## src/rtl/reg_file.sv

```systemverilog
// Architectural register file with rename status for the Tomasulo core.
// Two combinational source queries with commit bypass; rename on issue, clear on commit or flush.
module reg_file #(
    parameter int REG_NUM   = 32,
    parameter int DATA_W    = 32,
    parameter int ROB_TAG_W = 4
) (
    input  logic                 clk,
    input  logic                 rst,
    input  logic                 rdy,
    input  logic [4:0]           in_decode_tag1,
    output logic [DATA_W-1:0]    out_decode_value1,
    output logic [ROB_TAG_W-1:0] out_decode_robtag1,
    output logic                 out_decode_busy1,
    input  logic [4:0]           in_decode_tag2,
    output logic [DATA_W-1:0]    out_decode_value2,
    output logic [ROB_TAG_W-1:0] out_decode_robtag2,
    output logic                 out_decode_busy2,
    input  logic [4:0]           in_decode_destination,
    input  logic [ROB_TAG_W-1:0] in_decode_rob_tag,
    input  logic [4:0]           in_rob_commit_destination,
    input  logic [ROB_TAG_W-1:0] in_rob_commit_tag,
    input  logic [DATA_W-1:0]    in_rob_commit_value,
    input  logic                 in_rob_flush
);

    localparam int OUT_W = DATA_W + 1 + ROB_TAG_W;

    logic [DATA_W-1:0]    r_value [REG_NUM];
    logic [REG_NUM-1:0]   r_busy;
    logic [ROB_TAG_W-1:0] r_tag   [REG_NUM];

    logic [REG_NUM-1:0]   w_busy_nxt;
    logic [ROB_TAG_W-1:0] w_tag_nxt [REG_NUM];
    logic [OUT_W-1:0]     w_q1;
    logic [OUT_W-1:0]     w_q2;

    // A commit that retires the pending producer forwards its value in the same cycle.
    function automatic logic [OUT_W-1:0] f_query(
        input logic [4:0]           idx,
        input logic [DATA_W-1:0]    val,
        input logic                 busy,
        input logic [ROB_TAG_W-1:0] tag,
        input logic [4:0]           cdest,
        input logic [ROB_TAG_W-1:0] ctag,
        input logic [DATA_W-1:0]    cval
    );
        logic [OUT_W-1:0] res;
        if (idx == 5'd0) begin
            res = '0;
        end else if ((cdest == idx) && busy && (ctag == tag)) begin
            res = {cval, 1'b0, {ROB_TAG_W{1'b0}}};
        end else if (busy) begin
            res = {val, 1'b1, tag};
        end else begin
            res = {val, 1'b0, {ROB_TAG_W{1'b0}}};
        end
        return res;
    endfunction

    // Source operand queries.
    always_comb begin
        w_q1 = f_query(in_decode_tag1, r_value[in_decode_tag1], r_busy[in_decode_tag1],
                       r_tag[in_decode_tag1], in_rob_commit_destination,
                       in_rob_commit_tag, in_rob_commit_value);
        w_q2 = f_query(in_decode_tag2, r_value[in_decode_tag2], r_busy[in_decode_tag2],
                       r_tag[in_decode_tag2], in_rob_commit_destination,
                       in_rob_commit_tag, in_rob_commit_value);
    end

    assign {out_decode_value1, out_decode_busy1, out_decode_robtag1} = w_q1;
    assign {out_decode_value2, out_decode_busy2, out_decode_robtag2} = w_q2;

    // Rename status next state: flush beats issue, issue beats a same-register commit.
    always_comb begin
        for (int i = 0; i < REG_NUM; i++) begin
            w_busy_nxt[i] = r_busy[i];
            w_tag_nxt[i]  = r_tag[i];
            if (i == 0) begin
                w_busy_nxt[i] = 1'b0;
                w_tag_nxt[i]  = '0;
            end else if (in_rob_flush) begin
                w_busy_nxt[i] = 1'b0;
                w_tag_nxt[i]  = '0;
            end else if (in_decode_destination == 5'(i)) begin
                w_busy_nxt[i] = 1'b1;
                w_tag_nxt[i]  = in_decode_rob_tag;
            end else if ((in_rob_commit_destination == 5'(i)) && r_busy[i]
                         && (r_tag[i] == in_rob_commit_tag)) begin
                w_busy_nxt[i] = 1'b0;
                w_tag_nxt[i]  = '0;
            end else begin
                w_busy_nxt[i] = r_busy[i];
                w_tag_nxt[i]  = r_tag[i];
            end
        end
    end

    // State registers; committed values are written even under flush.
    always_ff @(posedge clk or posedge rst) begin
        if (rst) begin
            r_busy <= '0;
            for (int i = 0; i < REG_NUM; i++) begin
                r_value[i] <= '0;
                r_tag[i]   <= '0;
            end
        end else if (rdy) begin
            r_busy <= w_busy_nxt;
            for (int i = 0; i < REG_NUM; i++) begin
                r_tag[i] <= w_tag_nxt[i];
                if ((i != 0) && (in_rob_commit_destination == 5'(i))) begin
                    r_value[i] <= in_rob_commit_value;
                end else begin
                    r_value[i] <= r_value[i];
                end
            end
        end else begin
            r_busy <= r_busy;
        end
    end

endmodule

```

## config.mk

```make
export PLATFORM = sky130hd
export DESIGN_NAME = reg_file
export DESIGN_NICKNAME = d
export VERILOG_FILES = /design/src/rtl/reg_file.sv
export SDC_FILE = /design/constraint.sdc
export NUM_CORES = 2
export LEC_CHECK = 0
export ABC_AREA = 0
export CORE_UTILIZATION = 50
export CTS_BUF_LIST = sky130_fd_sc_hd__clkbuf_4 sky130_fd_sc_hd__clkbuf_8
export DETAILED_ROUTE_END_ITERATION = 10
export PLACE_DENSITY = 0.77
export SYNTH_ARGS = -nofsm -noshare
export SYNTH_HDL_FRONTEND = slang
export SYNTH_SLANG_ARGS = --single-unit
```

## constraint.sdc

```tcl
create_clock -name clk -period 53 [get_ports clk]
set_clock_uncertainty 0.15 [all_clocks]
set_input_delay 13.25 -clock clk [delete_from_list [all_inputs] [get_ports clk]]
set_output_delay 13.25 -clock clk [all_outputs]
set_load 0.02 [all_outputs]
```

### After elaboration in Yosys (flattened, before gate mapping)

Index checks and enable logic that the tools add are counted.

* multiplexer cells: 208
* eq/ne operators: 97
* $lt $le $gt $ge: 4
* bitwise logic cells: 2
* reduce and logical (&&, ||, !) cells: 161

Operator list (count)
* two-way mux 4 bit: 97
* binary-select mux 32 bit (select 5 bit): 2
* == test 5 bit (second input constant): 32
* two-way mux 37 bit: 4
* == test 4 bit: 33
* two-way mux 32 bit: 4
* AND reduction 2 bit: 62
* two-way mux 1 bit: 95
* nonzero test 3 bit: 31
* == test 5 x 4 -> 1 bit (second input constant): 16
* logical AND 1 bit: 66
* binary-select mux 4 bit (select 5 bit): 2
* == test 5 x 3 -> 1 bit (second input constant): 8
* == test 5 x 2 -> 1 bit (second input constant): 4
* greater-or-equal comparator 6 bit (second input constant): 2
* less-than comparator 5 x 6 -> 1 bit (second input constant): 2
* inverter 5 -> 6 bit: 2
* binary-select mux 1 bit (select 5 bit): 2
* == test 5 x 1 -> 1 bit (second input constant): 2
* == test 5 bit: 2
* logical NOT 5 bit: 2
* two-way mux 5 bit: 2

* output and inout bits: 74
* bits of input ports: 64
* word-level logic and storage cells: 565
* register bits after elaboration: 1147

### Depth between registers and ports, before layout

* word-level depth: 8
* gate-level depth with buffers: 12
* depth with buffers taken out: 7

### Worst setup path before layout

Ideal clock, no wire load.

* path kind: input to output
* start: in in_decode_tag1[0]
* end: out out_decode_value1[27]
* arrival time: 16.098 ns
* buffers on the path: 5
* data required time: 39.600 ns
* slack: 23.502 ns
* stages on the path: 9
* cells stage by stage: buf_6 -> buf_6 -> buf_6 -> clkbuf_1 -> buf_1 -> mux4_2 -> mux4_2 -> mux2_2 -> mux2_1

* word-level cells in the longest chain between the ends: 8
* elaborated cells on any way between the ends: 16
* those cells by class: eq/ne (2); mux (10); bitwise (1); reduce/logical (3)

Ends and longest elaborated chain
* start: declaration: RTL line 11 `input logic [4:0] in_decode_tag1,`
* inverter 5 -> 6 bit (implied by the code): RTL line 63, 64
* binary-select mux 4 bit (select 5 bit): RTL line 64 `r_tag[in_decode_tag1], in_rob_commit_destination,`
* two-way mux 4 bit (implied by the code) (2 in a row): RTL line 64
* == test 4 bit: RTL line 51 `end else if ((cdest == idx) && busy && (ctag == tag)) begin`
* logical AND 1 bit: RTL line 51
* two-way mux 37 bit: RTL line 51
* two-way mux 37 bit *: RTL line 49 `if (idx == 5'd0) begin`
* end: declaration: RTL line 12 `output logic [DATA_W-1:0] out_decode_value1,`

Every way passes the cells marked *; elsewhere a longest branch is shown, timed or not. The select of a mux whose other input is x is not followed.

### Worst setup path after layout

Ends and elaborated chain as after synthesis.

==> run_summary.xml <==
<?xml version="1.0" encoding="UTF-8"?>
<metrics>
  <group name="cells_and_area">
    <metric name="commonest_non_fill_non_tap_cells_in_the_layout" unit="">dfrtp_1, mux2_2, mux4_2, clkbuf_8, a22o_1</metric>
    <metric name="layout.nets" unit="">4294</metric>
    <metric name="final_common_cell" unit="">dfrtp_1</metric>
    <metric name="post_route_cells_drive_above_1_share" unit="%">52.1</metric>
    <metric name="area_growth_syn_to_layout" unit="%">10.4</metric>
    <metric name="fillers" unit="">9777</metric>
  </group>
  <group name="detailed_routing">
    <metric name="drtAntennaViolNets" unit="">0</metric>
    <metric name="drt_first_pass_iters" unit="">7</metric>
    <metric name="drt-initial-drc-count" unit="">5001</metric>
    <metric name="avgRoutedWirePerCell" unit="um">31.7</metric>
    <metric name="detail_route.drc_violations" unit="">0</metric>
    <metric name="via_per_inst" unit="">6.96</metric>
    <metric name="via_count" unit="">41966</metric>
    <metric name="wl" unit="mm">191</metric>
  </group>
  <group name="critical_path">
    <metric name="endpoint" unit="">out_decode_value1[27]</metric>
    <metric name="worstReg2RegEnd" unit="">r_tag[1]</metric>
    <metric name="cp_data_arrival_time" unit="ns">18.55</metric>
    <metric name="source_of_the_critical_timing_path" unit="">in_decode_tag1[0]</metric>
    <metric name="cp_max_fanout" unit="">65</metric>
    <metric name="timing.reg2reg.worst_path_depth" unit="">6</metric>
    <metric name="worstSetupStartpointType" unit="">input pin</metric>
    <metric name="crit-reg2reg-launch" unit="">r_tag[1]</metric>
    <metric name="r2r_setup_slack" unit="ns">51.12</metric>
    <metric name="worstSetupPathType" unit="">in -&gt; out</metric>
    <metric name="worstSetupEndpointType" unit="">output port</metric>
    <metric name="cp.required" unit="ns">39.60</metric>
  </group>
  <group name="job">
    <metric name="cap_viol_max_count" unit="">0</metric>
  </group>
  <group name="sta">
    <metric name="layout_worst_path_cycle_share" unit="%">60.3</metric>
    <metric name="worst_slew_margin_rel" unit="%">11.1</metric>
    <metric name="timing.final.max_slew_violations" unit="">0</metric>
    <metric name="setup_tns" unit="ns">0</metric>
    <metric name="min_period" unit="ns">31.95</metric>
    <metric name="setup_viol_count_final" unit="">0</metric>
    <metric name="tightestPinTransition" unit="ns">1.33</metric>
    <metric name="achievable-frequency" unit="MHz">31.3</metric>
    <metric name="rsz_0062_raised_after_global_routing" unit="">no</metric>
    <metric name="timing_hold_violations_final" unit="">0</metric>
  </group>
  <group name="floorplan">
    <metric name="die_area" unit="um2">129000</metric>
    <metric name="floorplan.initialDensity" unit="%">50.7</metric>
    <metric name="design.core.area" unit="um2">126000</metric>
    <metric name="dieHeight" unit="um">360</metric>
    <metric name="die-width" unit="um">360</metric>
    <metric name="rows" unit="">130</metric>
    <metric name="io_pins" unit="">138</metric>
  </group>
  <group name="grt">
    <metric name="grt-ovfl-total" unit="">0</metric>
    <metric name="global_route.usage.total" unit="%">29.8</metric>
    <metric name="maximum_number_of_pins_on_one_net_before_global_route_repair" unit="">166</metric>
    <metric name="grt_pass1_vias" unit="">43034</metric>
    <metric name="grt_antenna_before_repair" unit="">5</metric>
    <metric name="global_route_wire_length_before_repair" unit="mm">288</metric>
  </group>
  <group name="synthesis">
    <metric name="netlist.top_cell.by_area" unit="">dfrtp_1</metric>
    <metric name="synth_seq_cells" unit="">1147</metric>
    <metric name="yosys_warnings" unit="">0</metric>
    <metric name="synth.top_cells.by_area" unit="">dfrtp_1, mux4_2, mux2_2, a22o_1, clkbuf_1</metric>
    <metric name="synth_flop_cell" unit="">dfrtp_1</metric>
    <metric name="synth_fp_nets" unit="">4334</metric>
    <metric name="synthArstFlopShare" unit="%">100</metric>
    <metric name="synth.top_cell.area_share" unit="%">44.8</metric>
    <metric name="synth_seq_area_share" unit="%">44.8</metric>
    <metric name="synth.avg_cell_area" unit="um2">15.0</metric>
    <metric name="synth.cell_area" unit="um2">64000</metric>
    <metric name="synth_edf_count" unit="">0</metric>
    <metric name="synthesis.instances" unit="">4270</metric>
    <metric name="netlist-cell-type-count" unit="">65</metric>
  </group>
  <group name="cts">
    <metric name="post_cts_buffers" unit="">0</metric>
    <metric name="skew_pair_late_insertion_delay" unit="ns">0.92</metric>
    <metric name="cts_htree_levels" unit="">4</metric>
    <metric name="cts_sink_count" unit="">1147</metric>
    <metric name="cts_made_buffers" unit="">187</metric>
    <metric name="cts_tree" unit="">built</metric>
    <metric name="cts-root-to-sink-buffers" unit="">3</metric>
    <metric name="clk_root_buffer_cell" unit="">clkbuf_8</metric>
    <metric name="postCtsHoldBufs" unit="">0</metric>
    <metric name="cts_repair_resize_count" unit="">0</metric>
    <metric name="clock_pin_slew_reported_for_the_worst_setup_and_hold_paths_after_clock_tree_synthesis" unit="ns">0.06</metric>
  </group>
  <group name="placement">
    <metric name="io_buffer_count" unit="">137</metric>
    <metric name="detailed_place_hpwl" unit="mm">103</metric>
    <metric name="final_weighted_congestion_in_routability_driven_placement" unit="">0.976</metric>
  </group>
  <group name="pwr">
    <metric name="power.ir.vdd_worst" unit="V">0.0000281</metric>
    <metric name="power.density" unit="nW/um2">36.0</metric>
    <metric name="finalPower" unit="mW">2.54</metric>
    <metric name="power_leakage" unit="nW">30.2</metric>
  </group>
  <group name="hold_path">
    <metric name="worstHoldStart" unit="">r_value[61]</metric>
    <metric name="hp-class" unit="">reg -&gt; reg</metric>
  </group>
  <group name="run_status">
    <metric name="status" unit="">completed</metric>
  </group>
</metrics>
-- worst max-delay path: stages --
cell and delay (ns):
buf_8 0.56, buf_4 0.80, buf_4 0.84, buf_4 0.73, mux4_2 0.58, mux4_2 0.48
mux2_2 0.34, mux2_1 0.32, clkdlybuf4s50_1 0.55
-- synth_stat cells (19+ instances only) --
| cell | instances |
|---|---|
| nor2b_1 | 26 |
| xor2_1 | 55 |
| nor3_1 | 22 |
| mux2_2 | 1144 |
| nand2_1 | 57 |
| nor2_1 | 156 |
| mux4_2 | 641 |
| dfrtp_1 | 1147 |
| buf_1 | 95 |
| a21oi_1 | 28 |
| nand3_1 | 37 |
| clkbuf_1 | 284 |
| o21ai_0 | 19 |
| xnor2_1 | 83 |
| a22o_1 | 188 |
| nor4_1 | 20 |
| a21o_1 | 34 |
| buf_2 | 45 |
| nand4_1 | 25 |
| mux2_4 | 20 |
-- logic make-up after synthesis --
family | after synthesis | share of synthesized area [%]
buf+inv | 445 | 2.83
compound gates | 325 | 4.02
simple gates | 390 | 2.98
mux | 1825 | 43.5
flops | 1147 | 44.8
xor+xnor | 138 | 1.89
-- metal layers --
metal | vias to the layer above | global-route usage [%] | routed length (um)
met5 | - | 0 | 24
met4 | 4 | 13.1 | 9050
met3 | 545 | 8.25 | 19900
met2 | 2408 | 45.4 | 88100
met1 | 22466 | 40.2 | 74000
li1 | 16543 | - | -
-- metrics by stage --
| step | utilization, % | cell area (um2) | hold slack [ns] | worst slack, ns | cells |
|---|---|---|---|---|---|
| 2_1_floorplan | - | 64000 | 0.333 | 7.30 | 4270 |
| 3_3_place_gp | 52.6 | 66500 | 0.351 | 21.00 | 5691 |
| 3_5_place_dp | 52.6 | 66500 | 0.360 | 20.91 | 5691 |
| 4_1_cts | 55.9 | 70700 | 0.372 | 20.94 | 6026 |
| 5_1_grt | 55.9 | 70700 | 0.381 | 20.65 | 6027 |
| 6_report | 55.9 | 70700 | 0.369 | 21.05 | 6029 |
-- state kept, by name (all words and copies together), names as in the netlist --
register  count
r_busy       31
r_tag       124
r_value     992
-- area by class of cell --
class                   count  area (um2)  share of cell area (%)
flip-flops and latches   1147       28700                    40.6
clock buffers             308        3830                    5.42
well taps                1650        2060                    2.92
diodes                      3        7.51                  0.0106
multi-input cells        2678       33800                    47.8
inverters                   7        38.8                  0.0549
repair buffers            209        1970                    2.78
clock inverters            27         314                   0.444
-- how the worst min path moves through the flow --
stage / end / slack (ns) / cells after the start
floorplan: r_busy[15] / 0.33 / 1
global placement: r_value[443] / 0.35 / 1
detailed placement: r_value[446] / 0.36 / 1
CTS: r_value[446] / 0.37 / 1
global route: r_value[446] / 0.38 / 1
finish: r_value[61] / 0.37 / 1
-- power by group --
part	internal, mW	switching [mW]	total, mW
logic	0.337	0.216	0.553
registers	1.03	0.113	1.14
clock network	0.483	0.366	0.849
total	1.85	0.695	2.54
(Power assumes the default switching activity.)
